**src/rtl/pipe_decoder.sv**
```systemverilog
// pipe_decoder: registered decode stage with valid/ready handshake, load-use bubbles and a stall counter
module pipe_decoder #(
  parameter int DATA_W  = 32,
  parameter int REG_AW  = 5,
  parameter int EXT_ISA = 1,
  parameter int CNT_W   = 16
) (
  input  logic              clk,
  input  logic              rst,
  input  logic              in_valid,
  output logic              in_ready,
  input  logic [DATA_W-1:0] in_instr,
  input  logic [DATA_W-1:0] in_pc,
  input  logic              flush,
  input  logic              ex_mem_read,
  input  logic [REG_AW-1:0] ex_wr_reg,
  input  logic              out_ready,
  output logic              out_valid,
  output logic [REG_AW-1:0] out_rs,
  output logic [REG_AW-1:0] out_rt,
  output logic [REG_AW-1:0] out_wr_reg,
  output logic [DATA_W-1:0] out_imm,
  output logic [DATA_W-1:0] out_jtarget,
  output logic [DATA_W-1:0] out_pc,
  output logic              out_alu_src,
  output logic              out_mem_to_reg,
  output logic              out_reg_write,
  output logic              out_mem_read,
  output logic              out_mem_write,
  output logic              out_branch,
  output logic              out_branch_ne,
  output logic              out_jmp,
  output logic              out_jr,
  output logic              out_pc_to_ra,
  output logic [2:0]        out_alu_op,
  output logic              out_illegal,
  output logic [CNT_W-1:0]  stall_cnt
);
  localparam logic [2:0] ALU_ADD = 3'd0, ALU_SUB = 3'd1, ALU_OR = 3'd2, ALU_SLT = 3'd3, ALU_AND = 3'd4;
  localparam bit EXT = EXT_ISA != 0;
  typedef struct packed {
    logic [REG_AW-1:0] rs, rt, wr_reg;
    logic [DATA_W-1:0] imm, jtarget, pc;
    logic alu_src, mem_to_reg, reg_write, mem_read, mem_write;
    logic branch, branch_ne, jmp, jr, pc_to_ra;
    logic [2:0] alu_op;
    logic illegal;
  } bundle_t;
  bundle_t dec, q;
  logic [5:0] op, func;
  logic [REG_AW-1:0] rs, rt, rd, dst;
  logic [DATA_W-1:0] sext, zext;
  logic uses_rt, hazard, adv;
  assign op   = in_instr[31:26];
  assign func = in_instr[5:0];
  assign rs   = REG_AW'(in_instr[25:21]);
  assign rt   = REG_AW'(in_instr[20:16]);
  assign rd   = REG_AW'(in_instr[15:11]);
  assign sext = {{(DATA_W-16){in_instr[15]}}, in_instr[15:0]};
  assign zext = {{(DATA_W-16){1'b0}}, in_instr[15:0]};
  assign uses_rt  = op == 6'h00 || op == 6'h04 || op == 6'h05 || op == 6'h2b;
  assign hazard   = in_valid && ex_mem_read && ex_wr_reg != '0 && (ex_wr_reg == rs || (uses_rt && ex_wr_reg == rt));
  assign adv      = !out_valid || out_ready;
  assign in_ready = adv && !hazard && !flush;
  always_comb begin
    dec = '0;
    dst = rt;
    dec.rs = rs;
    dec.rt = rt;
    dec.pc = in_pc;
    dec.imm = sext;
    dec.jtarget = {in_pc[DATA_W-1:28], in_instr[25:0], 2'b00};
    case (op)
      6'h00: begin
        dst = rd;
        case (func)
          6'h20: begin dec.reg_write = 1'b1; dec.alu_op = ALU_ADD; end
          6'h22: begin dec.reg_write = 1'b1; dec.alu_op = ALU_SUB; end
          6'h24: if (EXT) begin dec.reg_write = 1'b1; dec.alu_op = ALU_AND; end else dec.illegal = 1'b1;
          6'h25: if (EXT) begin dec.reg_write = 1'b1; dec.alu_op = ALU_OR; end else dec.illegal = 1'b1;
          6'h2a: if (EXT) begin dec.reg_write = 1'b1; dec.alu_op = ALU_SLT; end else dec.illegal = 1'b1;
          6'h08: if (EXT) begin dec.jr = 1'b1; dec.jmp = 1'b1; end else dec.illegal = 1'b1;
          default: dec.illegal = 1'b1;
        endcase
      end
      6'h02: dec.jmp = 1'b1;
      6'h03: begin dec.jmp = 1'b1; dec.reg_write = 1'b1; dec.pc_to_ra = 1'b1; dst = REG_AW'(31); end
      6'h04: begin dec.branch = 1'b1; dec.alu_op = ALU_SUB; end
      6'h05: if (EXT) begin dec.branch = 1'b1; dec.branch_ne = 1'b1; dec.alu_op = ALU_SUB; end else dec.illegal = 1'b1;
      6'h08: begin dec.alu_src = 1'b1; dec.reg_write = 1'b1; dec.alu_op = ALU_ADD; end
      6'h0a: if (EXT) begin dec.alu_src = 1'b1; dec.reg_write = 1'b1; dec.alu_op = ALU_SLT; end else dec.illegal = 1'b1;
      6'h0c: if (EXT) begin dec.imm = zext; dec.alu_src = 1'b1; dec.reg_write = 1'b1; dec.alu_op = ALU_AND; end else dec.illegal = 1'b1;
      6'h0d: if (EXT) begin dec.imm = zext; dec.alu_src = 1'b1; dec.reg_write = 1'b1; dec.alu_op = ALU_OR; end else dec.illegal = 1'b1;
      6'h23: begin dec.alu_src = 1'b1; dec.mem_read = 1'b1; dec.mem_to_reg = 1'b1; dec.reg_write = 1'b1; end
      6'h2b: begin dec.alu_src = 1'b1; dec.mem_write = 1'b1; end
      default: dec.illegal = 1'b1;
    endcase
    dec.wr_reg = dec.reg_write ? dst : '0;
  end
  // flush outranks a hazard so a squashed load-use pair is not counted as a stall
  always_ff @(posedge clk)
    if (rst) begin
      out_valid <= 1'b0;
      q <= '0;
      stall_cnt <= '0;
    end else if (flush) begin
      out_valid <= 1'b0;
      q <= '0;
    end else if (adv && hazard) begin
      out_valid <= 1'b0;
      q <= '0;
      stall_cnt <= &stall_cnt ? stall_cnt : stall_cnt + CNT_W'(1);
    end else if (adv) begin
      out_valid <= in_valid;
      q <= in_valid ? dec : '0;
    end
  assign out_rs         = q.rs;
  assign out_rt         = q.rt;
  assign out_wr_reg     = q.wr_reg;
  assign out_imm        = q.imm;
  assign out_jtarget    = q.jtarget;
  assign out_pc         = q.pc;
  assign out_alu_src    = q.alu_src;
  assign out_mem_to_reg = q.mem_to_reg;
  assign out_reg_write  = q.reg_write;
  assign out_mem_read   = q.mem_read;
  assign out_mem_write  = q.mem_write;
  assign out_branch     = q.branch;
  assign out_branch_ne  = q.branch_ne;
  assign out_jmp        = q.jmp;
  assign out_jr         = q.jr;
  assign out_pc_to_ra   = q.pc_to_ra;
  assign out_alu_op     = q.alu_op;
  assign out_illegal    = q.illegal;
endmodule

```
**config.mk**
```make
export PLATFORM = sky130hd
export DESIGN_NAME = pipe_decoder
export DESIGN_NICKNAME = d
export VERILOG_FILES = /design/src/rtl/pipe_decoder.sv
export SDC_FILE = /design/constraint.sdc
export NUM_CORES = 1
export LEC_CHECK = 0
export CAP_MARGIN = 20
export CORE_UTILIZATION = 44
export DETAILED_ROUTE_END_ITERATION = 8
export GPL_TIMING_DRIVEN = 0
export PLACE_DENSITY = 0.87
export SYNTH_ARGS = -nofsm -noshare
export SYNTH_HDL_FRONTEND = slang
export SYNTH_SLANG_ARGS = --single-unit
```
**constraint.sdc**
```tcl
create_clock -name clk -period 4.07 [get_ports clk]
set_clock_uncertainty 0.2 [all_clocks]
set_input_delay 0.6105 -clock clk [delete_from_list [all_inputs] [get_ports clk]]
set_output_delay 0.6105 -clock clk [all_outputs]
set_load 0.005 [all_outputs]
```
==> results of run 1 <==
-- worst max-delay path by stage --
stage | startpoint | to | slack [ns]
after floorplan | in_instr[28] | in_ready | 1.70
after global placement | out_ready | in_ready | 0.31
after detailed placement | out_ready | in_ready | 0.31
after CTS | out_ready | in_ready | 0.29
after global routing | out_ready | in_ready | 0.09
final | out_ready | in_ready | 0.24
-- cells in the mapped netlist, drive strengths merged (2+ instances only) --
master    n  share of area
or3       7          0.010
xnor2    11          0.022
o21ai    13          0.016
a21oi    26          0.030
o31ai     8          0.014
o211ai    2         0.0046
dfxtp    94           0.43
buf      55          0.097
nand3    11          0.014
nor3     10          0.015
and2      2         0.0029
a32oi     2         0.0040
nand2b    8          0.011
o2bb2a    5          0.011
a2bb2oi   7          0.014
nor2b     3         0.0043
nand4     7          0.010
o22ai     6         0.0086
nor4      4         0.0057
and3      2         0.0029
or4      11          0.019
a22oi    61           0.10
nand2    18          0.015
clkbuf   26          0.022
nor2     97          0.083
inv       3         0.0026
-- routing by layer --
metal | track usage | up-vias | wire (µm)
met1 | 0.3042 | 2254 | 5391
met3 | 0.07660 | 26 | 1242
met5 | 0 | - | 0
met2 | 0.4714 | 199 | 7061
met4 | 0.1037 | 0 | 316
li1 | - | 2247 | -
-- placed cells by master (no fill, tap or decap), types with 3 or more instances in the layout --
cell type,count
buf_6,5
nand4_1,7
xnor2_1,11
nor2_1,97
o31ai_1,8
clkbuf_8,9
dfxtp_1,94
a2bb2oi_1,7
nor3_1,8
a22oi_1,61
clkdlybuf4s50_1,214
a21oi_1,26
buf_4,48
clkbuf_1,27
nand3_1,10
o21ai_0,12
or4_1,11
o22ai_1,6
or3_1,7
o2bb2a_1,5
nand2_1,18
nor4_1,4
inv_1,3
nand2b_1,8
nor2b_1,3
-- metrics by stage --
step	hold WS (ns)	cells	area (µm²)	util
floorplan	0.2483	514	4383	-
global placement	0.2454	861	6691	0.6878
detailed placement	0.2478	861	6691	0.6878
CTS	0.2638	877	6890	0.7082
global route	0.2932	877	6890	0.7082
finish	0.2714	877	6890	0.7082
-- worst max-delay path: stages --
cell	delay (ns)
clkdlybuf4s50_1	0.42
nor2b_1	0.11
clkbuf_1	0.39
clkbuf_1	0.42
clkbuf_1	0.46
nor3_1	0.14
clkdlybuf4s50_1	0.47
-- logic make-up (layout without fill, tap and decap cells) --
family,after synthesis,after routing,synth area share
AND/OR/NAND/NOR,185,185,0.2029
buffers and inverters,84,314,0.1223
XOR/XNOR,11,11,0.02200
adder cells (fa/ha/maj),1,1,0.002857
flip-flops,94,94,0.4297
AO/OA/AOI/OAI,137,137,0.2194
other,1,2,0.0008563
-- where the power goes --
group          internal [mW]  switching [mW]
clock network          0.289           0.347
logic                  0.176           0.129
registers              0.937          0.0137
total                   1.40           0.489
-- layout make-up --
type | count | area, µm² | share of cell area
sequential | 94 | 1882 | 0.2731
inverter | 3 | 11.26 | 0.001634
clock buffer | 10 | 127.6 | 0.01852
clock inverter | 6 | 71.32 | 0.01035
timing repair buffer | 214 | 2142 | 0.3109
buffer | 81 | 524.3 | 0.07608
tap | 133 | 166.4 | 0.02415
multi-input combinational | 336 | 1966 | 0.2853
==> metrics.yaml, run 1 <==
power_mw: 1.891
cp-end-kind: "output port"
io_buffers: 214
final_hold_viol_count: 0
cts_buffers: 9
power.leakage_nw: 2.459
cap_violations: 0
path_max_fanout: 10
worst_pin_slew_ns: 0.7082
status: "completed"
drive_gt1_frac: 0.1062
htreeDepth: 3
peakVddDrop_uv: 199.1
fillCellCount: 781
viasPerCell: 5.389
initial_utilization: 0.4501
p_per_area_nw_per_um2: 274.5
numClockSinks: 94
die_y_um: 101.8
drc: 0
period_share: 0.9409
grt_pass1_wl_um: 21630
ff2ff_setup_slack_ns: 1.78
layout.nets: 815
die-area_um2: 10360
async_flop_share: 0
vias: 4726
synth_edf_count: 0
syn_area_um2: 4379
clk_latency_ns: 0.35
hold_end: "out_pc_to_ra"
slew_headroom: 0.5229
area_delta_synth_final_pct: 57.34
cp-start-kind: "input port"
critical_path_required_ns: 3.26
die-width_um: 101.8
cts.path.max_buffers: 2
syn_inst: 513
period_needed_ns: 3.829
drtIter0Drc: 226
ys_ff_latch: 94
root_buffer: "clkbuf_8"
path_clk_slew_ns: 0.10
largest_register_ffs: 31
syn_avg_cell_area_um2: 8.536
cts_tree: "done"
post-cts-setup-buffers: 0
drt-total-wl_um: 14010
num_rows: 36
core_um2: 9729
dp_hpwl_um: 10910
grt.overflow.total: 0
r2r-end: "out_reg_write"
antenna_found_initial: 0
hold_class: "flip-flop to flip-flop"
rsz0062_at_grt: "false"
firstDrtPassIters: 6
cts_resized: 0
crit_arrival_ns: 3.02
finalSetupViolCount: 0
ios: 218
yosysWarnings: 0
setup_ws_ns: 0.2406
finalMaxSlewViolations: 0
finalWeightedCongestion: 0.9352
place_ws_ns: 0.3059
ant_nets: 0
setup_tns_ns: 0
ys.flop_type: "dfxtp_1"
hp-start: "out_pc_to_ra"
ys_types: 47
grt_max_degree: 18
diodes: 0
min_path_cells: 2
r2r_cells: 6
fmax_mhz: 261.1
rr_startpoint: "out_valid"
holdBufCountCts: 0
grt_pass1_vias: 4546
ys_seq_area_frac: 0.4297
crit_type: "input port to output port"
grt_use_total: 0.2674
post_drt_wl_per_cell_um: 15.98
Power figures use the tool's default switching activity.
==> inputs of run 2 (changes only) <==
--- a/config.mk
+++ b/config.mk
@@ -6,10 +6,10 @@
 export NUM_CORES = 1
 export LEC_CHECK = 0
 export CAP_MARGIN = 20
-export CORE_UTILIZATION = 44
+export CORE_UTILIZATION = 41
 export DETAILED_ROUTE_END_ITERATION = 8
-export GPL_TIMING_DRIVEN = 0
-export PLACE_DENSITY = 0.87
+export GPL_TIMING_DRIVEN = 1
+export PLACE_DENSITY = 0.82
 export SYNTH_ARGS = -nofsm -noshare
 export SYNTH_HDL_FRONTEND = slang
 export SYNTH_SLANG_ARGS = --single-unit
==> constraint.sdc (replaced) <==
create_clock -name clk -period 4.1 [get_ports clk]
set_clock_uncertainty 0.2 [all_clocks]
set_input_delay 0.615 -clock clk [delete_from_list [all_inputs] [get_ports clk]]
set_output_delay 0.615 -clock clk [all_outputs]
set_load 0.005 [all_outputs]
==> metrics.yaml, run 2 (same netlist as run 1, synthesis figures left out) <==
crit_type: "input port to output port"
crit_arrival_ns: 3.03  # about the same
cp-start-kind: "input port"
grt_pass1_vias: 4259  # -6.3%
post_drt_wl_per_cell_um: 16.61  # +4.0%
ant_nets: 0  # unchanged
dp_hpwl_um: 9734  # -11%
peakVddDrop_uv: 215.1  # +8.0%
cp-end-kind: "output port"
grt_use_total: 0.2373  # -0.03010
diodes: 0  # unchanged
die-area_um2: 11100  # +7.2%
period_share: 0.9367
holdBufCountCts: 0  # unchanged
largest_register_ffs: 31  # unchanged
period_needed_ns: 3.840
numClockSinks: 94  # unchanged
grt.overflow.total: 0  # unchanged
holdWs_ns: 0.2696  # -0.001784 ns
finalSetupViolCount: 0  # unchanged
stdcell_count: 808  # -7.9%
status: "completed"
root_buffer: "clkbuf_8"
critical_path_required_ns: 3.28  # +0.02 ns
clkPwrFrac: 0.346  # +0.010
path_clk_slew_ns: 0.10  # about the same
final_hold_viol_count: 0  # unchanged
final_common_cell: "clkdlybuf4s50_1"
antenna_found_initial: 0  # unchanged
vias: 4399  # -6.9%
post-cts-setup-buffers: 0  # unchanged
die_y_um: 105.4  # +3.5%
power.switching_uw: 487.8  # -0.34%
placed_cells: 792  # -8.0%
initial_utilization: 0.4242  # -0.02591
die-width_um: 105.4  # +3.5%
num_rows: 37  # +2.8%
layout.nets: 743  # -8.8%
hold_class: "flip-flop to flip-flop"
fmax_mhz: 260.4
power_frac_comb: 0.149  # -0.012
grt_pass1_wl_um: 21050  # -2.7%
core_um2: 10320  # +6.1%
p_sw_frac: 0.2611  # +0.002311
cap_violations: 0  # unchanged
finalWeightedCongestion: 0.8835  # -5.5%
cts.path.max_buffers: 2  # unchanged
p_seq_frac: 0.505  # +0.002
drc: 0  # unchanged
p_per_area_nw_per_um2: 289.3  # +5.4%
clk_latency_ns: 0.35  # about the same
slew_headroom: 0.4147  # -0.1082
ff2ff_setup_slack_ns: 1.77  # about the same
cts_resized: 0  # unchanged
r2r_cells: 7  # +1
worst_pin_slew_ns: 0.8779  # +0.1697 ns
rsz0062_at_grt: "false"
p_int_mw: 1.380  # -1.5%
final_cell_mix: "clkdlybuf4s50_1, nor2_1, dfxtp_1"
htreeDepth: 3  # unchanged
area_delta_synth_final_pct: 47.43
drive_gt1_frac: 0.05357  # -0.05261
min_path_cells: 2  # unchanged
grt_max_degree: 80  # +62
path_max_fanout: 11  # +1
io_buffers: 215  # +0.47%
viasPerCell: 5.444  # +1.0%
power_mw: 1.868  # -1.2%
finalMaxSlewViolations: 0  # unchanged
setup_tns_ns: 0  # unchanged
drt-total-wl_um: 13420  # -4.2%
drtIter0Drc: 209  # -7.5%
firstDrtPassIters: 4  # -2
cts_buffers: 9  # unchanged
cts_tree: "done"
power.leakage_nw: 2.187  # -11%
ios: 218  # unchanged
-- run 2: power by group through the flow --
stage,logic [mW],registers [mW],clock network [mW]
after floorplan,0.124,0.964,0
after global placement,0.272,0.963,0
after detailed placement,0.278,0.965,0
after CTS,0.279,0.944,0.663
after global routing,0.299,0.946,0.701
final,0.279,0.943,0.646
-- run 2: final timing paths --
check | to | from
worst max-delay path | in_ready | in_instr[28]
worst min-delay path | out_pc_to_ra | out_pc_to_ra
worst max register to register | stall_cnt[5] | stall_cnt[0]
worst min register to register | out_pc_to_ra | out_pc_to_ra
-- run 2: worst max-delay path: stages --
cell,delay [ns]
clkdlybuf4s50_1,0.68
nand2b_1,0.20
a2bb2oi_1,0.48
nor3_4,0.12
nor2_1,0.11
nor2_1,0.05
nor3_1,0.22
clkdlybuf4s50_1,0.55
-- run 2: metrics by stage --
| stage | utilization | setup WS, ns | instance area (µm²) |
|---|---|---|---|
| after floorplan | - | 1.718 | 4383 |
| after global placement | 0.6056 | 0.4056 | 6252 |
| after detailed placement | 0.6056 | 0.3227 | 6252 |
| after CTS | 0.6254 | 0.3173 | 6456 |
| after global routing | 0.6254 | 0.1334 | 6456 |
| final | 0.6254 | 0.2596 | 6456 |
-- run 2: routing by layer --
layer,track usage,part of all wire
met1,0.2736,0.40
met4,0.05634,0.011
met5,0,0
met2,0.4258,0.51
met3,0.07297,0.082
-- run 2: layout make-up --
cell class,instances,area (µm²)
flip-flops and latches,94,1882
fillers,877,3867
repair buffers,223,2212
inverters,3,11.26
well taps,136,170.2
multi-input cells,336,1977
clock buffers,9,123.9
clock inverters,7,80.08
==> inputs of run 3 (changes only) <==
--- a/config.mk
+++ b/config.mk
@@ -8,8 +8,8 @@
 export CAP_MARGIN = 20
 export CORE_UTILIZATION = 41
 export DETAILED_ROUTE_END_ITERATION = 8
-export GPL_TIMING_DRIVEN = 1
-export PLACE_DENSITY = 0.82
+export GPL_TIMING_DRIVEN = 0
+export PLACE_DENSITY = 0.93
 export SYNTH_ARGS = -nofsm -noshare
 export SYNTH_HDL_FRONTEND = slang
 export SYNTH_SLANG_ARGS = --single-unit
==> metrics.yaml, run 3 (same netlist as run 1, synthesis figures left out) <==
place_ws_ns: 0.2453  # -0.07741 ns
vias: 4791  # +8.9%
peakVddDrop_uv: 228.6  # +6.3%
grt_pass1_vias: 4753  # +12%
finalWeightedCongestion: 0.9082  # +2.8%
post-cts-setup-buffers: 0  # unchanged
crit_arrival_ns: 3.03  # about the same
num_rows: 37  # unchanged
setup_tns_ns: 0  # unchanged
layout.nets: 815  # +9.7%
period_needed_ns: 3.841  # +0.0007060 ns
path_common_cell: "clkbuf_1"
fmax_mhz: 260.3  # about the same
core_um2: 10320  # unchanged
slowest_stage: "clkbuf_1"
die-width_um: 105.4  # unchanged
period_share: 0.9368  # about the same
final_hold_viol_count: 0  # unchanged
drt-total-wl_um: 14630  # +9.0%
cp_top_family: "buffers and inverters"
cts_resized: 0  # unchanged
grt_max_degree: 18  # -78%
r2r_cells: 6  # -1
area_delta_synth_final_pct: 58.11
hold_class: "flip-flop to flip-flop"
drc: 0  # unchanged
cts_buffers: 9  # unchanged
drtIter0Drc: 317  # +52%
die-area_um2: 11100  # unchanged
fin_util: 0.6707  # +0.04533
place_area_um2: 6695  # +7.1%
slew_headroom: 0.4438  # +0.02911
cp-end-kind: "output port"
cap_violations: 0  # unchanged
diodes: 0  # unchanged
clk_latency_ns: 0.35  # about the same
holdBufCountCts: 0  # unchanged
power.leakage_nw: 2.484  # +14%
status: "completed"
finalMaxSlewViolations: 0  # unchanged
grt_use_total: 0.2615  # +0.02420
viasPerCell: 5.444  # about the same
r2r-end: "out_alu_src"
p_per_area_nw_per_um2: 281.8  # -2.6%
io_buffers: 214  # -0.47%
p_seq_frac: 0.484  # -0.021
clkPwrFrac: 0.360  # +0.014
fillCellCount: 827  # -5.7%
rsz0062_at_grt: "false"
path_clk_slew_ns: 0.10  # about the same
endpoint: "in_ready"
final_cell_mix: "clkdlybuf4s50_1, nor2_1, dfxtp_1"
stdcell_count: 880  # +8.9%
critPathBufInv: 5  # +3
path_max_fanout: 10  # -1
cts.path.max_buffers: 2  # unchanged
largest_register_ffs: 31  # unchanged
final_common_cell: "clkdlybuf4s50_1"
cp-start-kind: "input port"
grt.overflow.total: 0  # unchanged
initial_utilization: 0.4242  # unchanged
critical_path_required_ns: 3.28  # about the same
power_frac_comb: 0.156  # +0.007
ant_nets: 0  # unchanged
cp_cell_sequence: "clkdlybuf4s50_1, nor2b_1, clkbuf_1, clkbuf_1, clkbuf_1, nor3_1, clkdlybuf4s50_1"
worst_pin_slew_ns: 0.8228  # -0.05513 ns
grt_pass1_wl_um: 23310  # +11%
p_int_mw: 1.470  # +6.5%
root_buffer: "clkbuf_8"
crit_start: "out_ready"
cts_tree: "done"
fin_area_um2: 6924  # +7.2%
die_y_um: 105.4  # unchanged
setup_ws_ns: 0.2589  # -0.0007060 ns
post_drt_wl_per_cell_um: 16.63  # about the same
htreeDepth: 3  # unchanged
ios: 218  # unchanged
p_sw_frac: 0.2468  # -0.01437
antenna_found_initial: 0  # unchanged
ff2ff_setup_slack_ns: 1.79  # +0.02 ns
dp_hpwl_um: 11330  # +16%
firstDrtPassIters: 7  # +3
drive_gt1_frac: 0.1075  # +0.05396
rr_startpoint: "out_valid"
placed_cells: 864  # +9.1%
path_depth: 7  # -1
power.switching_uw: 481.4  # -1.3%
cpPeakStageDelay_ns: 0.48  # -0.20 ns
crit_type: "input port to output port"
finalSetupViolCount: 0  # unchanged
numClockSinks: 94  # unchanged
## run 3: cell count changes in the layout (fill, tap and decap cells not counted), sizes merged
cell           delta
clkbuf           +27
inv               -2
clkinv            +1
clkdlybuf4s50     -1
bufinv            +1
clkinvlp          -1
buf              +47
## run 3: layer usage
| layer | global-route usage | vias up | share of wire |
|---|---|---|---|
| met5 | 0 | - | 0 |
| met1 | 0.2955 | 2249 | 0.38 |
| met4 | 0.07445 | 0 | 0.018 |
| li1 | - | 2256 | - |
| met3 | 0.07297 | 28 | 0.089 |
| met2 | 0.4765 | 258 | 0.51 |
## run 3: stage by stage
| step | power, mW | hold WS [ns] |
|---|---|---|
| global route | 2.026 | 0.2919 |
| global placement | 1.257 | 0.2467 |
| CTS | 1.960 | 0.2688 |
| detailed placement | 1.267 | 0.2563 |
| finish | 1.951 | 0.2643 |
| floorplan | 1.088 | 0.2483 |
## run 3: power by group through the flow
stage	sequential, mW	clock, mW	combinational (mW)
2_1_floorplan	0.964	0	0.124
3_3_place_gp	0.964	0	0.293
3_5_place_dp	0.965	0	0.302
4_1_cts	0.944	0.712	0.304
5_1_grt	0.946	0.752	0.327
6_report	0.944	0.702	0.305
## run 3: tightest hold or removal path, cell delays in order, from the launching register on
cell,delay [ns]
dfxtp_1,0.32
nand2_1,0.05
a21oi_1,0.05
## run 3: how the worst min path moves through the flow
stage | start | end | slack (ns) | depth (start not counted)
after CTS | out_reg_write | out_reg_write | 0.27 | 2
final | out_reg_write | out_reg_write | 0.26 | 2
after global placement | out_reg_write | out_reg_write | 0.25 | 2
after floorplan | out_pc_to_ra | out_pc_to_ra | 0.25 | 2
after global routing | out_reg_write | out_reg_write | 0.29 | 2
after detailed placement | out_reg_write | out_reg_write | 0.26 | 2
## run 3: final cells by class
type / count / area, µm² / area share
repair buffers: 214 / 2142 / 0.3094
clock buffers: 10 / 137.6 / 0.01988
well taps: 136 / 170.2 / 0.02458
flip-flops and latches: 94 / 1882 / 0.2718
inverters: 3 / 11.26 / 0.001626
clock inverters: 6 / 91.34 / 0.01319
multi-input cells: 336 / 1966 / 0.2839
plain buffers: 81 / 524.3 / 0.07571
